--- src/rtl/div_unit_pkg.sv ---
// Shared core defines for the iterative divider.
// State encodings and the divide-by-zero quotient pattern.
package div_unit_pkg;

    typedef enum logic [1:0] {
        IDLE = 2'd0,
        RUN  = 2'd1,
        DONE = 2'd2
    } div_state_t;

    // Wide enough for any supported WIDTH; the divider slices what it needs.
    localparam logic [63:0] DIV0_QUOT = '1;

endpackage

--- src/rtl/div_unit.sv ---
// Iterative restoring divider for MIPS DIV/DIVU beside the execute-stage ALU.
// Quotient lands in lo, remainder in hi, after a fixed WIDTH+1 cycle run.
module div_unit #(
    parameter int WIDTH = 32
) (
    input  logic             clk,
    input  logic             rst,
    input  logic             start,
    input  logic             signed_div,
    input  logic [WIDTH-1:0] a,
    input  logic [WIDTH-1:0] b,
    input  logic             cancel,
    output logic             busy,
    output logic             ready,
    output logic [WIDTH-1:0] hi,
    output logic [WIDTH-1:0] lo
);

    import div_unit_pkg::*;

    localparam int CW = $clog2(WIDTH) + 1;
    localparam logic [CW-1:0] LAST = CW'(WIDTH - 1);

    div_state_t state;

    logic [CW-1:0]    cnt;
    logic [WIDTH-1:0] rem_q;
    logic [WIDTH-1:0] dvd_q;
    logic [WIDTH-1:0] dvs_q;
    logic [WIDTH-1:0] a_q;
    logic             qsign_q;
    logic             rsign_q;
    logic             dz_q;

    logic [WIDTH:0]   shifted;
    logic [WIDTH:0]   diff;
    logic             qbit;

    function automatic logic [WIDTH-1:0] neg(input logic [WIDTH-1:0] x);
        return ~x + WIDTH'(1);
    endfunction

    function automatic logic [WIDTH-1:0] mag(
        input logic [WIDTH-1:0] x,
        input logic             s
    );
        return (s && x[WIDTH-1]) ? neg(x) : x;
    endfunction

    // Partial remainder stays below the divisor, so the extra top bit of
    // the trial difference is a clean borrow flag.
    always_comb begin
        shifted = {rem_q, dvd_q[WIDTH-1]};
        diff    = shifted - {1'b0, dvs_q};
        qbit    = ~diff[WIDTH];
    end

    always_ff @(posedge clk) begin
        if (rst) begin
            state   <= IDLE;
            busy    <= 1'b0;
            ready   <= 1'b0;
            hi      <= '0;
            lo      <= '0;
            cnt     <= '0;
            rem_q   <= '0;
            dvd_q   <= '0;
            dvs_q   <= '0;
            a_q     <= '0;
            qsign_q <= 1'b0;
            rsign_q <= 1'b0;
            dz_q    <= 1'b0;
        end else begin
            ready <= 1'b0;
            unique case (state)
                IDLE: begin
                    if (start && !cancel) begin
                        state   <= RUN;
                        busy    <= 1'b1;
                        cnt     <= '0;
                        rem_q   <= '0;
                        dvd_q   <= mag(a, signed_div);
                        dvs_q   <= mag(b, signed_div);
                        a_q     <= a;
                        qsign_q <= signed_div & (a[WIDTH-1] ^ b[WIDTH-1]);
                        rsign_q <= signed_div & a[WIDTH-1];
                        dz_q    <= (b == '0);
                    end
                end
                RUN: begin
                    if (cancel) begin
                        state <= IDLE;
                        busy  <= 1'b0;
                    end else begin
                        rem_q <= qbit ? diff[WIDTH-1:0] : shifted[WIDTH-1:0];
                        dvd_q <= {dvd_q[WIDTH-2:0], qbit};
                        cnt   <= cnt + CW'(1);
                        if (cnt == LAST) begin
                            state <= DONE;
                        end
                    end
                end
                DONE: begin
                    state <= IDLE;
                    busy  <= 1'b0;
                    if (!cancel) begin
                        ready <= 1'b1;
                        if (dz_q) begin
                            lo <= DIV0_QUOT[WIDTH-1:0];
                            hi <= a_q;
                        end else begin
                            lo <= qsign_q ? neg(dvd_q) : dvd_q;
                            hi <= rsign_q ? neg(rem_q) : rem_q;
                        end
                    end
                end
                default: begin
                    state <= IDLE;
                    busy  <= 1'b0;
                end
            endcase
        end
    end

endmodule

--- config.mk ---
export PLATFORM = sky130hd
export DESIGN_NAME = div_unit
export DESIGN_NICKNAME = d
export VERILOG_FILES = /design/src/rtl/div_unit_pkg.sv /design/src/rtl/div_unit.sv
export SDC_FILE = /design/constraint.sdc
export NUM_CORES = 1
export LEC_CHECK = 0
export BUFFER_PORTS_ARGS = -buffer_cell sky130_fd_sc_hd__buf_2
export CORE_ASPECT_RATIO = 1.75
export CORE_UTILIZATION = 30
export DETAILED_ROUTE_END_ITERATION = 7
export PLACE_DENSITY_LB_ADDON = 0.05
export SETUP_SLACK_MARGIN = 0.2
export SLEW_MARGIN = 20
export SYNTH_ARGS = -nofsm -noshare
export SYNTH_HDL_FRONTEND = slang
export SYNTH_SLANG_ARGS = --single-unit
export TNS_END_PERCENT = 20
--- constraint.sdc ---
create_clock -name clk -period 5.43 [get_ports clk]
set_input_delay 0 -clock clk [delete_from_list [all_inputs] [get_ports clk]]
set_output_delay 0 -clock clk [all_outputs]
set_load 0.01 [all_outputs]
* Word-level counts from Yosys, hierarchy flattened
Cells that the tools add are included.
** Word-level totals
- Logic and storage cells :: 73
- Bits in registers :: 205
** Operators by class
- Bitwise logic cells :: 10
- Mux-type cells :: 24
- Equality and inequality tests :: 7
- Reductions and logical operators :: 13
- Add/subtract/negate cells :: 6
** Operators with widths (count)
- $mux W32 :: 11
- $add A32 B1 Y32 const B :: 4
- $not A32 Y32 :: 4
- $pmux W32 S2 :: 2
- $sub A33 B32 Y33 :: 1
- $logic_not A32 Y1 :: 1
- $mux W6 :: 2
- $pmux W6 S2 :: 1
- $reduce_and A2 Y1 :: 4
- $add A6 B1 Y6 const B :: 1
- $eq A6 B5 Y1 const B :: 1
- $mux W2 :: 3
- $ne A2 B2 Y1 const B :: 3
- $pmux W2 S2 :: 1
- $logic_and A1 B1 Y1 :: 3
- $mux W1 :: 3
- $ne A3 B3 Y1 const B :: 1
- $not A1 Y1 :: 3
- $reduce_and A3 Y1 :: 1
- $and A1 B1 Y1 :: 2
- $eq A2 B1 Y1 const B :: 1
- $eq A2 B2 Y1 const B :: 1
- $logic_not A2 Y1 :: 1
- $pmux W1 S2 :: 1
- other kinds (4) :: 4

* Logic depth before layout (Yosys ltp)
Gate-level depths: netlist of the first run.
- Word-level depth :: 5
- Gate-level depth with buffers :: 13
- Depth with buffers taken out :: 12

* Worst setup path after synthesis of the first run
Ideal clock, no wire load.
- Path kind :: register to register
- From :: register rem_q[16]
- To :: register rem_q[10]
- Path slack :: 2553 ps
- Cell stages (with the launch flop) :: 13
- Path buffers :: 2
- Data required time :: 5307 ps
- Data arrival time :: 2754 ps
- Setup time :: 123 ps
- Cells stage by stage :: dfxtp_1 ha_1 clkbuf_1 a21oi_2 o21ai_0 a21oi_1 o21ai_0 or3b_1 o21ai_1 xor2_2 buf_2 mux2i_1 o21ai_1
** Between the ends
- Cells in the longest elaborated chain, start to end :: 4
** Ends and longest elaborated chain
- start, declared :: line div_unit.sv:27 : logic [WIDTH-1:0] rem_q;
- start signal, assigned :: line div_unit.sv:95 : rem_q <= qbit ? diff[WIDTH-1:0] : shifted[WIDTH-1:0];
- $sub A33 B32 Y33 :: line div_unit.sv:54 : diff = shifted - {1'b0, dvs_q};
- $mux W32 :: line div_unit.sv:95
- $mux W32 :: line div_unit.sv:91 : if (cancel) begin
- $pmux W32 S2 :: line div_unit.sv:75 : unique case (state)
No other way between the ends. The select of a mux whose other input is x is not followed.
A chain may end at the register's enable or synchronous reset.

* Worst setup path after layout of the first run
- From :: register dvd_q[31]
- To :: register rem_q[13]
** Between the ends
- Cells in the longest elaborated chain, start to end :: 4
** Ends and longest elaborated chain
- start, declared :: line div_unit.sv:28 : logic [WIDTH-1:0] dvd_q;
- start signal, assigned :: line div_unit.sv:82 : dvd_q <= mag(a, signed_div);
- start signal, assigned :: line div_unit.sv:96 : dvd_q <= {dvd_q[WIDTH-2:0], qbit};
- $sub A33 B32 Y33 :: line div_unit.sv:54
- $mux W32 :: line div_unit.sv:95
- $mux W32 :: line div_unit.sv:91
- $pmux W32 S2 :: line div_unit.sv:75
No other way between the ends. The select of a mux whose other input is x is not followed.

==> results by group, run 1 <==
Die
  • Ports placed on the boundary: ~140
  • Die outline area: 41,200 µm²
  • Effective utilization at floorplan: 0.303
  • Num rows: 97
  • Height of the die: 268 µm
  • Horizontal die dimension: 154 µm
  • Core outline area: 39,900 µm²

Drt
  • Number of vias after detailed routing: 11,500
  • Detailed Route Iter0 Violations: approximately 400
  • Total wire length after detailed routing: slightly below 40 mm
  • Remaining routing DRC violations: 0
  • First-pass detailed-route iteration total: 4
  • Via-per-instance ratio: 5.08
  • Antenna-violating nets left: 0
  • Drt wl/cell: 17.5 µm

Power and ir drop
  • Areal power density over the cells: 263 nW/µm²
  • Sequential cell fraction of total power: 0.403
  • Cell leakage power: 5.86 nW
  • Switch share: 0.274
  • P_sw: 1.08 mW
  • Portion of total power attributed to combinational logic: 0.155
  • Worst-case vdd ir drop: 0.142 mV
  • Internal power of the cells: 2.88 mW
  • Clock group share of total power: 0.442

Finish
  • Area of combinational cells with multiple inputs: 7410 µm²
  • Fin nets: 1,861
  • Commonest non-fill, non-tap cell in the layout: sky130_fd_sc_hd__nand2_1
  • Filler Cells Inserted: 4,262
  • ANT cells: 0
  • Area Growth Syn to Fin: 24.4%
  • Fraction of final layout cells sized beyond drive strength 1: 0.127
  • Highest-count cells in the layout ignoring fill and taps: sky130_fd_sc_hd__nand2_1 (224), sky130_fd_sc_hd__dfxtp_1 (204), sky130_fd_sc_hd__nor2_1 (152), sky130_fd_sc_hd__a21oi_1 (152), sky130_fd_sc_hd__buf_2 (133)
  • Area taken by flip-flops and latches: 4110 µm²

STA
  • Final count of hold timing violations: 0
  • Total negative setup slack: 0 ps
  • Max-Slew Margin vs Limit: 0.263
  • Clock tree skew after final layout: 9.76 ps
  • Number of setup violations in the final report: 0
  • Period Utilization, post-route: 0.645
  • Max Transition Viols Final: 0
  • FMAX: 285 MHz
  • Actual slew at the worst max-slew pin: 1100 ps
  • Hold Worst Slack: about 22 ps
  • RSZ-0062 raised after global routing: false
  • Time the final worst path needs with I/O delays and setup: 3500 ps

Placement
  • Total half-perimeter wirelength after legalization and detailed placement: just under 30 mm
  • IO buf count: roughly 130
  • Final RePlAce weighted congestion: 0.883

Critical path
  • Critical path type: reg2reg
  • CP arrival: 3880 ps
  • Data required time of the critical path: ~5800 ps
  • Crit path capture type: register
  • Cell type with the highest occurrence count on the critical path: sky130_fd_sc_hd__o21ai_0
  • Crit path largest cell delay: ~680 ps
  • Crit path launch type: register
  • Maximum fanout along the worst path: 25
  • Standard cell with the maximum stage delay on the critical path: sky130_fd_sc_hd__nand2b_1
  • Worst path buffer plus inverter count: 1
  • Cell breakdown of the critical path: inv_1 > ha_1 > fa_1 > nand2b_1 > a21oi_1 > o21ai_0 > o21ba_2 > o21ai_0 > o21ai_1 > xor2_2 > nand2b_1 > o21ai_0
  • Top Family by Delay on Critical Path: compound AO/OA/AOI/OAI gates

Clock tree
  • Root Buffer: sky130_fd_sc_hd__clkbuf_16
  • H-tree Lvls: 1
  • Register clock-pin slew on the reported worst setup and hold paths: 60 ps
  • Inserted Clock Buffers: 24
  • CTS tree: built
  • Number of buffers between clock root and the deepest sink: 3
  • Number of clock sinks: 205
  • Clock latency reported for the late side of the worst-skew pair: 530 ps

Logic synthesis
  • Number of different library cells in the post-synthesis netlist: 73
  • Mean instance size in the synthesized netlist: ~7.7 µm²
  • Proportion of register bits with asynchronous set or reset after synthesis: 0
  • Leading register cell type out of synthesis: sky130_fd_sc_hd__dfxtp_1
  • Leading post-synthesis cells by cell area: sky130_fd_sc_hd__dfxtp_1 (34%), sky130_fd_sc_hd__xor2_1 (7.7%), sky130_fd_sc_hd__nand2_1 (6.9%), sky130_fd_sc_hd__a21oi_1 (6.3%), sky130_fd_sc_hd__o21ai_0 (5.1%)
  • Top-area cell type share of the netlist area: 0.339
  • Count of mapped cells out of synthesis: 1,572
  • Largest area contributor in the synthesized netlist: sky130_fd_sc_hd__dfxtp_1
  • Share of synthesized area occupied by flip-flops and latches: 0.339
  • Ys Warns: 0
  • Number of flops mapped to enable cells by yosys: 0
  • Number of nets produced by synthesis: 1,679
  • Post-synthesis cell area: 12,100 µm²
  • Yosys reg bits: 205

GRT
  • Number of antenna violations at the first check in global routing: 0
  • Vias in the first global route: 11,300
  • Pin count of the biggest net entering global routing: 68
  • Global routing usage summed across all routing layers: 0.193
  • First-pass GRT wire length: 62.9 mm
  • Leftover overflow at the end of global routing: 0

Run status
  • Outcome: finished, final reports clean

Min path
  • Path type of the worst min-delay path: in2reg

Run
  • Number of violations of the max-capacitance limit: 0
sequential cells by signal, summed over array words and instances (netlist names):
name and count:
a_q 32, dvd_q 32, dvs_q 32, hi 32
lo 32, rem_q 32, cnt 6, state 2
busy 1, dz_q 1, qsign_q 1, ready 1
rsign_q 1
power by group through the flow:
stage          combinational [mW]  clock (mW)  sequential, mW
2_1_floorplan               0.386           0            1.61
3_3_place_gp                0.556           0            1.63
3_5_place_dp                0.556           0            1.63
4_1_cts                     0.622        1.81            1.59
5_1_grt                     0.687        1.87            1.60
6_report                    0.615        1.75            1.59
final timing paths:
check             slack [ps]      start   endpoint  depth (start not counted)
setup / recovery        1930  dvd_q[31]  rem_q[13]                         12
hold / removal            20     cancel       busy                          4
setup reg to reg        1930  dvd_q[31]  rem_q[13]                         12
hold reg to reg          440  dvs_q[30]  dvs_q[30]                          2
Yosys cell counts (4+ instances only):
library cell,number
sky130_fd_sc_hd__mux2i_1,6
sky130_fd_sc_hd__o21a_1,5
sky130_fd_sc_hd__nand2b_1,24
sky130_fd_sc_hd__and2_1,6
sky130_fd_sc_hd__inv_1,48
sky130_fd_sc_hd__nor3_1,33
sky130_fd_sc_hd__o21ai_1,5
sky130_fd_sc_hd__ha_1,37
sky130_fd_sc_hd__a31oi_1,4
sky130_fd_sc_hd__dfxtp_1,205
sky130_fd_sc_hd__a32oi_1,26
sky130_fd_sc_hd__a21oi_1,152
sky130_fd_sc_hd__o21ai_0,123
sky130_fd_sc_hd__xnor2_1,42
sky130_fd_sc_hd__a311oi_1,5
sky130_fd_sc_hd__nor3b_1,6
sky130_fd_sc_hd__or3_1,15
sky130_fd_sc_hd__buf_1,4
sky130_fd_sc_hd__buf_2,5
sky130_fd_sc_hd__o31ai_1,31
sky130_fd_sc_hd__a21o_1,11
sky130_fd_sc_hd__nand2_1,224
sky130_fd_sc_hd__or4_1,12
sky130_fd_sc_hd__o211ai_1,12
sky130_fd_sc_hd__clkbuf_1,86
sky130_fd_sc_hd__nand4_1,12
sky130_fd_sc_hd__xor2_1,106
sky130_fd_sc_hd__nor2_1,154
sky130_fd_sc_hd__a211oi_1,71
sky130_fd_sc_hd__nor4_1,10
sky130_fd_sc_hd__or3_4,4
sky130_fd_sc_hd__nand3_1,14
sky130_fd_sc_hd__o41ai_1,15
through the flow:
stage	cells	utilization	worst slack (ps)	cell area (µm²)	total power, mW
2_1_floorplan	1572	-	2550	12100	2.00
3_3_place_gp	2117	0.329	1900	13100	2.18
3_5_place_dp	2117	0.329	1900	13100	2.18
4_1_cts	2267	0.377	1870	15000	4.02
5_1_grt	2267	0.377	1590	15000	4.16
6_report	2267	0.377	1930	15000	3.96
final cells by class:
type | instances | share of cell area
Tap cell | 495 | 0.0412
Sequential cell | 205 | 0.273
Clock inverter | 6 | 0.00565
Timing Repair Buffer | 258 | 0.124
Multi-Input combinational cell | 1217 | 0.492
Inverter | 48 | 0.0120
Clock buffer | 38 | 0.0515
kinds of logic (layout without fill, tap and decap cells):
group / Yosys count / in the layout / synth area share
compound gates: 484 / 484 / 0.252
xor+xnor: 149 / 149 / 0.108
fa+ha+maj: 38 / 38 / 0.0399
buf+inv: 150 / 350 / 0.0506
flops: 205 / 205 / 0.339
mux: 6 / 6 / 0.00496
simple gates: 540 / 540 / 0.205
tightest hold or removal path: cells and delay by family:
family,cells,cell delay [ps]
compound gates,1,60
simple gates,1,120
buf+inv,2,320
metal layers:
metal  part of all wire  GRT usage
met5                  0          0
met2               0.54      0.380
met4              0.031     0.0697
met3              0.025     0.0188
met1               0.41      0.209
timing repair:
| item | CTS | global route |
|---|---|---|
| setup buffers | 0 | 0 |
| resized for setup | 0 | 0 |
| setup endpoints to repair | 0 | 0 |
| hold buffers | 106 | 0 |
| endpoints found under the hold margin | 109 | 0 |
No activity file was read; power rests on OpenSTA's default activity.
==> run 2, diff against run 1 <==
clock period = 3.3 ns   (was 5.43 ns; I/O delays follow)
==> run 2 against run 1 <==
Effect of this change: sequential share of layout area is 0.37 points lower; sequential power rose by 65%; total power rose by 61%; global-route usage barely moved; register-to-register slack worse by 1600 ps; die area unchanged; utilization grew 0.53 points; worst hold slack improved by 11 ps; first-iteration DRC count fell by 5.8%.
==> results by group, run 2 (synthesized netlist as in run 1, its figures left out) <==
Clock tree
  • Inserted Clock Buffers: 23
  • Root Buffer: sky130_fd_sc_hd__clkbuf_16
  • Number of buffers between clock root and the deepest sink: 3
  • Register clock-pin slew on the reported worst setup and hold paths: 60 ps
  • H-tree Lvls: 1
  • Number of clock sinks: 205
  • Clock latency reported for the late side of the worst-skew pair: 530 ps
  • CTS tree: built

Finish
  • Filler Cells Inserted: 4,242
  • Commonest non-fill, non-tap cell in the layout: sky130_fd_sc_hd__nand2_1
  • Area of combinational cells with multiple inputs: 7450 µm²
  • Fin util: 0.382
  • Fin nets: 1,888
  • Fraction of final layout cells sized beyond drive strength 1: 0.148
  • ANT cells: 0
  • Highest-count cells in the layout ignoring fill and taps: sky130_fd_sc_hd__nand2_1 (224), sky130_fd_sc_hd__dfxtp_1 (203), sky130_fd_sc_hd__nor2_1 (152)
  • Area taken by flip-flops and latches: 4110 µm²
  • Area Growth Syn to Fin: 26.1%

STA
  • FMAX: 332 MHz
  • Hold Worst Slack: 32.8 ps
  • Clock tree skew after final layout: 13.2 ps
  • Actual slew at the worst max-slew pin: 977 ps
  • Final worst-path setup slack: 286 ps
  • Period Utilization, post-route: 0.913
  • Time the final worst path needs with I/O delays and setup: 3010 ps
  • RSZ-0062 raised after global routing: true
  • Number of setup violations in the final report: 0
  • Final count of hold timing violations: 0
  • Max-Slew Margin vs Limit: 0.349
  • Total negative setup slack: 0 ps
  • Max Transition Viols Final: 0

GRT
  • Global routing usage summed across all routing layers: 0.193
  • Pin count of the biggest net entering global routing: 100
  • Leftover overflow at the end of global routing: 0
  • Vias in the first global route: 11,300
  • First-pass GRT wire length: 62.8 mm
  • Number of antenna violations at the first check in global routing: 0

Placement
  • IO buf count: 134
  • Total half-perimeter wirelength after legalization and detailed placement: 29.9 mm
  • Placement-stage worst setup slack: between 20 and 30 ps
  • Final RePlAce weighted congestion: ~0.84

Critical path
  • Standard cell with the maximum stage delay on the critical path: sky130_fd_sc_hd__dlygate4sd3_1
  • Worst path buffer plus inverter count: 3
  • CP arrival: 3490 ps
  • Worst flop-to-flop path endpoint: rem_q[26]
  • Crit path capture type: register
  • Crit path largest cell delay: 570 ps
  • Stages on worst setup path: 10
  • Maximum fanout along the worst path: 6
  • Top Family by Delay on Critical Path: simple AND/OR/NAND/NOR gates
  • Depth of the worst register-to-register path: 15
  • Endpoint of the most critical setup path: dvs_q[26]
  • Crit path launch type: primary input
  • FF-to-FF setup slack: 330 ps
  • Cell breakdown of the critical path: buf_2 > or3_4 > or4_4 > or3_4 > nor4_4 > a21oi_1 > xnor2_1 > dlygate4sd3_1 > a211oi_1 > dlygate4sd3_1
  • Startpoint of the most critical setup path: b[6]
  • FF-to-FF Start: dvd_q[31]
  • Data required time of the critical path: 3780 ps
  • Critical path type: in2reg

Die
  • Effective utilization at floorplan: 0.303
  • Die outline area: 41,200 µm²
  • Num rows: just under 100
  • Ports placed on the boundary: 135
  • Height of the die: 268 µm
  • Core outline area: around 40,000 µm²
  • Horizontal die dimension: about 150 µm

Drt
  • First-pass detailed-route iteration total: 4
  • Remaining routing DRC violations: 0
  • Via-per-instance ratio: 5.10
  • Number of vias after detailed routing: 11,700
  • Detailed Route Iter0 Violations: 387
  • Total wire length after detailed routing: between 30 and 40 mm
  • Antenna-violating nets left: 0
  • Drt wl/cell: 17.4 µm

Power and ir drop
  • Cell leakage power: roughly 6.0 nW
  • Worst-case vdd ir drop: 0.302 mV
  • Areal power density over the cells: 419 nW/µm²

Min path
  • Startpoint of the worst hold path: b[1]
  • Path type of the worst min-delay path: in2reg

Run
  • Number of violations of the max-capacitance limit: 0

Run status
  • Outcome: finished, final reports clean
## run 2: cell types whose count changed in the layout (fill, tap and decap cells not counted), sizes merged
cell         before  now
bufinv            2    3
dlygate4sd3     106   95
buf             152  190
clkinvlp          2    0
inv              48   49
clkbuf           38   34
## run 2: power breakdown
group | total, mW | switching [mW] | internal (mW)
Combinational | 1.05 | 0.602 | 0.450
Clock | 2.72 | 1.09 | 1.62
Sequential | 2.62 | 0.0684 | 2.55
Total | 6.39 | 1.76 | 4.62
## run 2: area by class of cell
type / instances / area share
clock buffers: 33 / 0.0435
clock inverters: 6 / 0.00713
inverters: 48 / 0.0118
multi-input cells: 1217 / 0.488
flip-flops and latches: 205 / 0.269
well taps: 495 / 0.0406
repair buffers: 286 / 0.140
## run 2: metrics by stage
stage | cells | power (mW) | instance area [µm²]
after floorplan | 1572 | 3.29 | 12100
after global placement | 2151 | 3.62 | 13400
after detailed placement | 2151 | 3.62 | 13400
after CTS | 2285 | 6.47 | 15100
after global routing | 2290 | 6.70 | 15300
final | 2290 | 6.39 | 15300
## run 2: repair_timing
| action | 4_1_cts | 5_1_grt |
|---|---|---|
| endpoints found under the hold margin | 105 | 0 |
| setup buffers | 0 | 3 |
| resized for setup | 3 | 12 |
| cloned | 0 | 2 |
| setup endpoints to repair | 33 | 36 |
| hold buffers | 95 | 0 |
| pin swaps | 0 | 3 |
## run 2: metal layers
metal  vias up  part of all wire  GRT usage
met1      5421              0.40      0.210
met2       201              0.55      0.384
met3        49             0.026     0.0167
li1       6006                 -          -
met4         0             0.026     0.0619
met5         -                 0          0
## run 2: worst min-delay path, cell delays in order
cell	delay [ps]
sky130_fd_sc_hd__buf_2	110
sky130_fd_sc_hd__inv_1	50
sky130_fd_sc_hd__ha_1	160
sky130_fd_sc_hd__or3_1	110
sky130_fd_sc_hd__a311oi_1	80
## run 2: worst min path at each step
stage	endpoint	cells past startpoint
2_1_floorplan	a_q[15]	2
3_3_place_gp	a_q[6]	3
3_5_place_dp	a_q[5]	3
4_1_cts	dvs_q[8]	5
5_1_grt	dvs_q[1]	5
6_report	dvs_q[2]	5
==> run 3, diff against run 2 <==
CORE_ASPECT_RATIO = 0.8   (was 1.75)
CORE_UTILIZATION = 60   (was 30)
==> run 3 against run 2 <==
Effect of this change: clock-buffer cell count is 1 lower; final cell count is 11% lower; via count is 4.3% higher; sequential share of layout area is 1.2 points higher; setup slack worse by 46 ps; clock power is 6% lower; total power is 2.5% lower; clock skew is 3.3 ps lower; critical path depth stayed put; die area is 50% lower; first-iteration DRC count grew to 3.4 times the previous value; critical path type unchanged; highest routed layer unchanged.
==> results by group, run 3 (synthesized netlist as in run 1, its figures left out) <==
Clock tree
  • Number of clock sinks: around 210
  • Root Buffer: sky130_fd_sc_hd__clkbuf_16
  • Number of buffers between clock root and the deepest sink: 3
  • CTS tree: built
  • H-tree Lvls: 1
  • Clock latency reported for the late side of the worst-skew pair: 510 ps
  • Register clock-pin slew on the reported worst setup and hold paths: 60 ps
  • Inserted Clock Buffers: 22

Critical path
  • Crit path launch type: primary input
  • Startpoint of the most critical setup path: b[6]
  • Data required time of the critical path: ~3700 ps
  • Endpoint of the most critical setup path: dvs_q[31]
  • Depth of the worst register-to-register path: 15
  • FF-to-FF Start: dvd_q[31]
  • FF-to-FF setup slack: 250 ps
  • Crit path capture type: register
  • Maximum fanout along the worst path: 5
  • CP arrival: around 3500 ps
  • Worst flop-to-flop path endpoint: rem_q[0]
  • Critical path type: in2reg

Finish
  • Filler Cells Inserted: 1,610
  • ANT cells: 0
  • Total non-filler cell area in the finished layout: 14,600 µm²
  • Highest-count cells in the layout ignoring fill and taps: sky130_fd_sc_hd__nand2_1 (224), sky130_fd_sc_hd__dfxtp_1 (201), sky130_fd_sc_hd__nor2_1 (152)
  • Fin nets: roughly 1,900
  • Area Growth Syn to Fin: 21.0%
  • Cell Count, Final, Fillers Out: just over 2,000
  • Fraction of final layout cells sized beyond drive strength 1: 0.145
  • Fin util: 0.739
  • Commonest non-fill, non-tap cell in the layout: sky130_fd_sc_hd__nand2_1

Die
  • Horizontal die dimension: 161 µm
  • Effective utilization at floorplan: 0.611
  • Core outline area: about 20,000 µm²
  • Height of the die: 129 µm
  • Num rows: 46
  • Ports placed on the boundary: 135
  • Die outline area: 20,700 µm²

Run
  • Number of violations of the max-capacitance limit: 0

Drt
  • Total wire length after detailed routing: roughly 37 mm
  • Via-per-instance ratio: 6.01
  • First-pass detailed-route iteration total: 7
  • Number of vias after detailed routing: 12,200
  • Remaining routing DRC violations: 0
  • Antenna-violating nets left: 0
  • Detailed Route Iter0 Violations: between 1,000 and 1,500
  • Drt wl/cell: 18.1 µm

Placement
  • Total half-perimeter wirelength after legalization and detailed placement: 25.3 mm
  • Placement-stage worst setup slack: around 110 ps
  • Cell area reported after detailed placement: 13,000 µm²
  • Final RePlAce weighted congestion: 0.960
  • Placed instance count: between 1,500 and 2,000
  • IO buf count: 134

GRT
  • Number of antenna violations at the first check in global routing: 0
  • Vias in the first global route: roughly 11,000
  • GR Util met1: 0.516
  • Global routing usage summed across all routing layers: 0.343
  • Met2 Usage GRT: 0.525
  • Met3 capacity usage during global routing: 0.0371
  • Pin count of the biggest net entering global routing: 100
  • Leftover overflow at the end of global routing: 0
  • First-pass GRT wire length: between 50 and 60 mm
  • GRT Max-Usage Layer: met2

Power and ir drop
  • Areal power density over the cells: 426 nW/µm²
  • Worst-case vdd ir drop: ~0.35 mV
  • Cell leakage power: 5.79 nW
  • Total power of the final layout: just over 6 mW

STA
  • Hold Worst Slack: between 20 and 30 ps
  • Total negative setup slack: 0 ps
  • Number of setup violations in the final report: 0
  • RSZ-0062 raised after global routing: true
  • Time the final worst path needs with I/O delays and setup: 3060 ps
  • Max-Slew Margin vs Limit: 0.291
  • Period Utilization, post-route: 0.927
  • Final count of hold timing violations: 0
  • FMAX: around 330 MHz
  • Actual slew at the worst max-slew pin: 1060 ps
  • Clock tree skew after final layout: 9.95 ps
  • Final worst-path setup slack: roughly 240 ps
  • Max Transition Viols Final: 0

Run status
  • Outcome: finished, final reports clean

Min path
  • Path type of the worst min-delay path: in2reg
==> run 3: area by class of cell <==
| type | instances | area [µm²] | area share |
|---|---|---|---|
| clock buffer | 32 | 669 | 0.0457 |
| tap | 264 | 330 | 0.0226 |
| inverter | 48 | 180 | 0.0123 |
| clock inverter | 5 | 75.1 | 0.00513 |
| multi-input combinational | 1217 | 7460 | 0.510 |
| sequential | 205 | 4110 | 0.281 |
| timing repair buffer | 256 | 1810 | 0.124 |
==> run 3: repair_timing <==
item | CTS | global route
gates resized for setup | 3 | 17
gates cloned | 0 | 1
buffers inserted | 0 | 4
hold endpoints to repair | 84 | 0
endpoints found under the setup margin | 29 | 40
hold buffers | 81 | 0
pin swaps | 0 | 1
==> run 3: power by group <==
| part | internal, mW | switching [mW] | leakage [nW] |
|---|---|---|---|
| combinational | 0.420 | 0.610 | 3.75 |
| sequential | 2.55 | 0.0783 | 1.67 |
| clock | 1.55 | 1.02 | 0.370 |
==> run 3: routing by layer <==
metal | wire, µm | up-vias | part of all wire
met4 | 799 | 0 | 0.022
met2 | 15700 | 485 | 0.43
met3 | 2640 | 61 | 0.072
met1 | 17600 | 5707 | 0.48
li1 | - | 5928 | -
met5 | 0 | - | 0
==> run 3: worst min-delay path by stage <==
stage          slack, ps   start        end  cells after the start
3_3_place_gp         280    a[5]     a_q[5]                      3
3_5_place_dp         290    a[5]     a_q[5]                      3
4_1_cts               20  cancel       busy                      4
2_1_floorplan        140   a[15]    a_q[15]                      2
5_1_grt               90  cancel  dvd_q[26]                      3
6_report              30  cancel       busy                      4
==> run 3: critical path, stage by stage <==
cell                            delay [ps]
sky130_fd_sc_hd__dlygate4sd3_1         540
sky130_fd_sc_hd__buf_2                 140
sky130_fd_sc_hd__or3_4                 390
sky130_fd_sc_hd__or4_4                 520
sky130_fd_sc_hd__or3_4                 380
sky130_fd_sc_hd__or4_4                 470
sky130_fd_sc_hd__o31ai_4               230
sky130_fd_sc_hd__nand3_1               110
sky130_fd_sc_hd__dlygate4sd3_1         590
sky130_fd_sc_hd__a21oi_1               130
